### config.mk
export PLATFORM = sky130hd
export DESIGN_NAME = mem_store_ctrl
export DESIGN_NICKNAME = d
export VERILOG_FILES = /design/src/rtl/mem_ctrl_pkg.sv /design/src/rtl/store_lane_merge.sv /design/src/rtl/mem_store_ctrl.sv
export SDC_FILE = /design/constraint.sdc
export NUM_CORES = 1
export LEC_CHECK = 0
export BUFFER_PORTS_ARGS = -buffer_cell sky130_fd_sc_hd__clkbuf_2
export CAP_MARGIN = 40
export CORE_MARGIN = 2
export CORE_UTILIZATION = 40
export DETAILED_ROUTE_END_ITERATION = 7
export HOLD_SLACK_MARGIN = 0.02
export PLACE_DENSITY = 0.77
export SETUP_SLACK_MARGIN = 0.15
export SLEW_MARGIN = 20
export SYNTH_ARGS = -nofsm -noshare
export SYNTH_HDL_FRONTEND = slang
export SYNTH_SLANG_ARGS = --single-unit
### constraint.sdc
create_clock -name clk -period 2.9 [get_ports clk]
set_clock_uncertainty 0.2 [all_clocks]
set_input_delay 0.435 -clock clk [delete_from_list [all_inputs] [get_ports clk]]
set_output_delay 0.435 -clock clk [all_outputs]
set_load 0.01 [all_outputs]
### src/rtl/mem_ctrl_pkg.sv
// Shared encodings for the memory store controller: store sizes, FSM states and
// the alignment rule for sub-word stores.
package mem_ctrl_pkg;

  localparam logic [1:0] SZ_WORD = 2'b00;
  localparam logic [1:0] SZ_HALF = 2'b01;
  localparam logic [1:0] SZ_BYTE = 2'b10;
  localparam logic [1:0] SZ_RSVD = 2'b11;

  typedef enum logic [1:0] {
    StIdle = 2'b00,
    StRd   = 2'b01,
    StWr   = 2'b10,
    StFin  = 2'b11
  } str_state_e;

  // High when the store cannot be issued: misaligned for its size or reserved size.
  function automatic logic str_bad_align(input logic [1:0] lane, input logic [1:0] size);
    logic bad;
    case (size)
      SZ_WORD: bad = (lane != 2'b00);
      SZ_HALF: bad = lane[0];
      SZ_BYTE: bad = 1'b0;
      default: bad = 1'b1;
    endcase
    return bad;
  endfunction

endpackage

### src/rtl/store_lane_merge.sv
// Little-endian lane merge: overlays the store data onto the word read back from RAM.
module store_lane_merge
  import mem_ctrl_pkg::*;
(
  input  logic [31:0] rdata,
  input  logic [31:0] wdata,
  input  logic [1:0]  lane,
  input  logic [1:0]  size,
  output logic [31:0] merged
);

  always_comb begin
    merged = rdata;
    case (size)
      SZ_WORD: merged = wdata;
      SZ_HALF: begin
        if (lane[1]) merged[31:16] = wdata[15:0];
        else         merged[15:0]  = wdata[15:0];
      end
      SZ_BYTE: begin
        case (lane)
          2'd0:    merged[7:0]   = wdata[7:0];
          2'd1:    merged[15:8]  = wdata[7:0];
          2'd2:    merged[23:16] = wdata[7:0];
          default: merged[31:24] = wdata[7:0];
        endcase
      end
      default: merged = rdata;
    endcase
  end

endmodule

### src/rtl/mem_store_ctrl.sv
// Store controller: word stores write directly; with STR_SUBWORD_EN defined, halfword
// and byte stores do a read-modify-write. RAM waits are bounded by WAIT_MAX cycles.
module mem_store_ctrl
  import mem_ctrl_pkg::*;
#(
  parameter int unsigned WAIT_MAX = 15
) (
  input  logic        clk,
  input  logic        rst_n,
  input  logic        str_req,
  input  logic [31:0] str_addr,
  input  logic [31:0] str_data,
  input  logic [1:0]  str_size,
  output logic        str_busy,
  output logic        str_done,
  output logic        str_err,
  output logic [31:0] ram_addr,
  output logic [31:0] ram_wdata,
  output logic        ram_we,
  output logic        ram_re,
  input  logic [31:0] ram_rdata,
  input  logic        ram_ack
);

  localparam int unsigned CntW = $clog2(WAIT_MAX + 1);
  localparam logic [CntW-1:0] CntLast = CntW'(WAIT_MAX - 1);

  str_state_e     state_q, state_d;
  logic [CntW-1:0] cnt_q, cnt_d;
  logic [31:0]    addr_q, addr_d;
  logic [31:0]    wdata_q, wdata_d;
  logic           err_q, err_d;
  logic           reject;

`ifdef STR_SUBWORD_EN
  logic [31:0] data_q, data_d;
  logic [1:0]  size_q, size_d;
  logic [1:0]  lane_q, lane_d;
  logic [31:0] merged;

  store_lane_merge u_merge (
    .rdata  (ram_rdata),
    .wdata  (data_q),
    .lane   (lane_q),
    .size   (size_q),
    .merged (merged)
  );

  assign reject = str_bad_align(str_addr[1:0], str_size);
`else
  logic unused_rdata;
  assign unused_rdata = ^ram_rdata;
  assign reject = (str_size != SZ_WORD) || (str_addr[1:0] != 2'b00);
`endif

  always_comb begin
    state_d = state_q;
    cnt_d   = cnt_q;
    addr_d  = addr_q;
    wdata_d = wdata_q;
    err_d   = 1'b0;
`ifdef STR_SUBWORD_EN
    data_d  = data_q;
    size_d  = size_q;
    lane_d  = lane_q;
`endif
    unique case (state_q)
      StIdle: begin
        if (str_req) begin
          cnt_d = '0;
          if (reject) begin
            err_d = 1'b1;
          end else begin
            addr_d  = {str_addr[31:2], 2'b00};
            wdata_d = str_data;
`ifdef STR_SUBWORD_EN
            data_d  = str_data;
            size_d  = str_size;
            lane_d  = str_addr[1:0];
            state_d = (str_size == SZ_WORD) ? StWr : StRd;
`else
            state_d = StWr;
`endif
          end
        end
      end
      StRd: begin
`ifdef STR_SUBWORD_EN
        if (ram_ack) begin
          wdata_d = merged;
          cnt_d   = '0;
          state_d = StWr;
        end else if (cnt_q == CntLast) begin
          cnt_d   = '0;
          err_d   = 1'b1;
          state_d = StIdle;
        end else begin
          cnt_d = cnt_q + CntW'(1);
        end
`else
        state_d = StIdle;
`endif
      end
      StWr: begin
        if (ram_ack) begin
          cnt_d   = '0;
          state_d = StFin;
        end else if (cnt_q == CntLast) begin
          // Timeout: drop the strobe and report an error instead of done.
          cnt_d   = '0;
          err_d   = 1'b1;
          state_d = StIdle;
        end else begin
          cnt_d = cnt_q + CntW'(1);
        end
      end
      StFin: begin
        state_d = StIdle;
      end
      default: state_d = StIdle;
    endcase
  end

  always_ff @(posedge clk or negedge rst_n) begin
    if (!rst_n) begin
      state_q <= StIdle;
      cnt_q   <= '0;
      addr_q  <= '0;
      wdata_q <= '0;
      err_q   <= 1'b0;
`ifdef STR_SUBWORD_EN
      data_q  <= '0;
      size_q  <= SZ_WORD;
      lane_q  <= 2'b00;
`endif
    end else begin
      state_q <= state_d;
      cnt_q   <= cnt_d;
      addr_q  <= addr_d;
      wdata_q <= wdata_d;
      err_q   <= err_d;
`ifdef STR_SUBWORD_EN
      data_q  <= data_d;
      size_q  <= size_d;
      lane_q  <= lane_d;
`endif
    end
  end

  // Strobes decode straight from state so the async reset drops them immediately.
  assign ram_we    = (state_q == StWr);
  assign ram_re    = (state_q == StRd);
  assign str_busy  = (state_q != StIdle);
  assign str_done  = (state_q == StFin);
  assign str_err   = err_q;
  assign ram_addr  = addr_q;
  assign ram_wdata = wdata_q;

endmodule

==> results.yml <==
timing:
  layout_min_cycle_time_ns: 1.95
  hold_ws_ns: 0.126
  worst_pin_slew_ns: 0.721
  setup_violations: 0
  fin_setup_tns_ns: 0
  final_hold_viol_count: 0
  fmax_ghz: 0.514
  max-slew-margin-rel_pct: 52.0
  period_share_pct: 67.1
  rsz0062_at_grt: "false"
  finalWorstSetupSlack_ns: 0.954
  slew_viol_final: 0
placement:
  gp_congestion: 0.727
  dp_slack_ns: 0.860
  port_buffers: 136
  dpl.hpwl_mm: 4.18
final_layout:
  final_cell_mix: "135 x clkbuf_2, 69 x dfrtp_1, 59 x mux2_4"
  final_common_cell: "clkbuf_2"
  final_util_pct: 54.4
  antenna-diode-count: 0
  layout.nets: 421
  areaGrowthSynthToFinish_pct: 32.3
  drive_gt1_share_pct: 67.3
worst_setup_path:
  startpoint_type: "flop"
  arrival_ns: 1.96
  path_class: "flop to flop"
  cp_data_required_time_ns: 2.91
  critPathMaxFanout: 36
  endpoint_kind: "flop"
pwr:
  powerDensity_mw_per_mm2: 923
  report.power.total_mw: 3.60
  vdd_drop_max_mv: 0.393
  p_leak_nw: 2.22
grt:
  grt_usage_pct: 14.8
  antenna_found_initial: 0
  grt_max_degree: 40
  grt_pass1_vias: 1919
  grt_first_pass_wirelength_mm: 9.49
  grt_overflow: 0
cts:
  insertion_delay_ns: 0.33
  cts_max_path_buffers: 2
  path_clk_slew_ns: 0.08
  numClockSinks: 69
  root_buffer: "clkbuf_8"
  tritoncts: "built"
  post_cts_resized: 0
  numCtsBuffers: 9
  htreeDepth: 3
min_path:
  min_path_type: "input pin to flop"
detailed_routing:
  wire_per_inst_microns: 13.8
  wl_mm: 5.80
  drc: 0
  postRouteAntennaNets: 0
  viasPerCell: 4.53
  drt-initial-drc-count: 35
  vias: 1903
  first_pass_iters: 4
logic_synthesis:
  synthCells: 173
  ys_ff_latch: 69
  synth-edff-count: 0
  async_flop_share_pct: 100
  ys_seq_area_share_pct: 58.6
  synth_area_sq_mm: 0.00295
  yosys_warnings: 0
  syn_area_per_cell_sq_um: 17.0
  synth-main-ff-cell: "dfrtp_1"
  synth.distinct_cells: 23
floorplanning:
  dieArea_sq_mm: 0.00807
  num_rows: 31
  core-area_sq_mm: 0.00718
  dieWidth_microns: 89.8
  die_height_microns: 89.8
  start_util_pct: 41.1
  io_pins: 171
job:
  cap_violations: 0
run_status:
  status: "finished clean"
[cell usage after synthesis, types with 2 or more instances]
cell type | n | area, sq um
o21ai_0 | 4 | 20.0
nor2_1 | 2 | 7.51
nand2_1 | 5 | 18.8
ha_1 | 2 | 25.0
mux2_4 | 59 | 886
buf_6 | 6 | 67.6
mux2_2 | 3 | 33.8
dfrtp_1 | 69 | 1730
inv_1 | 5 | 18.8
and2_1 | 2 | 12.5
nand3_1 | 3 | 15.0
buf_4 | 2 | 15.0
[stage by stage]
step / cell area (sq um) / std cells
6_report: 3900 / 420
5_1_grt: 3900 / 420
4_1_cts: 3900 / 420
3_5_place_dp: 3710 / 404
3_3_place_gp: 3710 / 404
2_1_floorplan: 2950 / 174
[critical path: stages (launching register included)]
cell and delay (ns):
dfrtp_1 0.45, nor2_1 0.13, nand3_4 0.09, buf_4 0.51
mux2_2 0.40
[routing by layer]
| metal | up-vias | track usage [%] | share of wire (%) |
|---|---|---|---|
| met5 | - | 0 | 0 |
| met1 | 930 | 19.9 | 45 |
| met3 | 12 | 4.19 | 5.9 |
| met2 | 77 | 22.2 | 47 |
| met4 | 0 | 7.31 | 2.2 |
| li1 | 884 | - | - |
[state kept, by name, summed over array words and instances, names as in the netlist]
register	flops
cnt_q	4
ram_addr	30
str_err	1
state_q	2
ram_wdata	32
[cells by family (layout without fill, tap and decap cells)]
| kind of cell | Yosys count | in the layout | synth area share, % |
|---|---|---|---|
| buffers and inverters | 13 | 160 | 3.44 |
| and+or+nand+nor | 18 | 18 | 4.08 |
| AOI/OAI and AO/OA | 8 | 8 | 1.74 |
| other | 1 | 2 | 0.127 |
| muxes | 62 | 62 | 31.2 |
| DFF | 69 | 69 | 58.6 |
| adders and majority gates | 2 | 2 | 0.849 |
[what timing repair did]
item	CTS	global route
endpoints found under the setup margin	0	0
setup buffers	0	0
hold buffers	1	0
hold endpoints to repair	30	0
[path summary, 6_finish.rpt]
check | startpoint | end | slack, ns | cells past startpoint
setup / recovery | state_q[1] | ram_wdata[5] | 0.95 | 4
hold / removal | str_data[3] | ram_wdata[3] | 0.13 | 2
setup reg to reg | state_q[1] | ram_wdata[5] | 0.95 | 4
hold reg to reg | ram_addr[21] | ram_addr[21] | 0.31 | 1
max in group asynchronous | rst_n | ram_addr[18] | 1.35 | 3
min in group asynchronous | rst_n | ram_wdata[24] | 0.49 | 2
[power breakdown]
part | internal (mW) | total, mW | switching [mW]
Clock | 0.392 | 0.733 | 0.341
Combinational | 0.764 | 1.29 | 0.524
Sequential | 1.35 | 1.58 | 0.230
[final cells by class]
| type | instances | area [sq um] |
|---|---|---|
| clock inverter | 4 | 50.0 |
| sequential | 69 | 1730 |
| clock buffer | 11 | 131 |
| tap | 99 | 124 |
| multi-input combinational | 92 | 1120 |
| timing repair buffer | 140 | 726 |
| fill | 635 | 3280 |
| inverter | 5 | 18.8 |
Note: power is estimated with default switching activity, not from simulation.
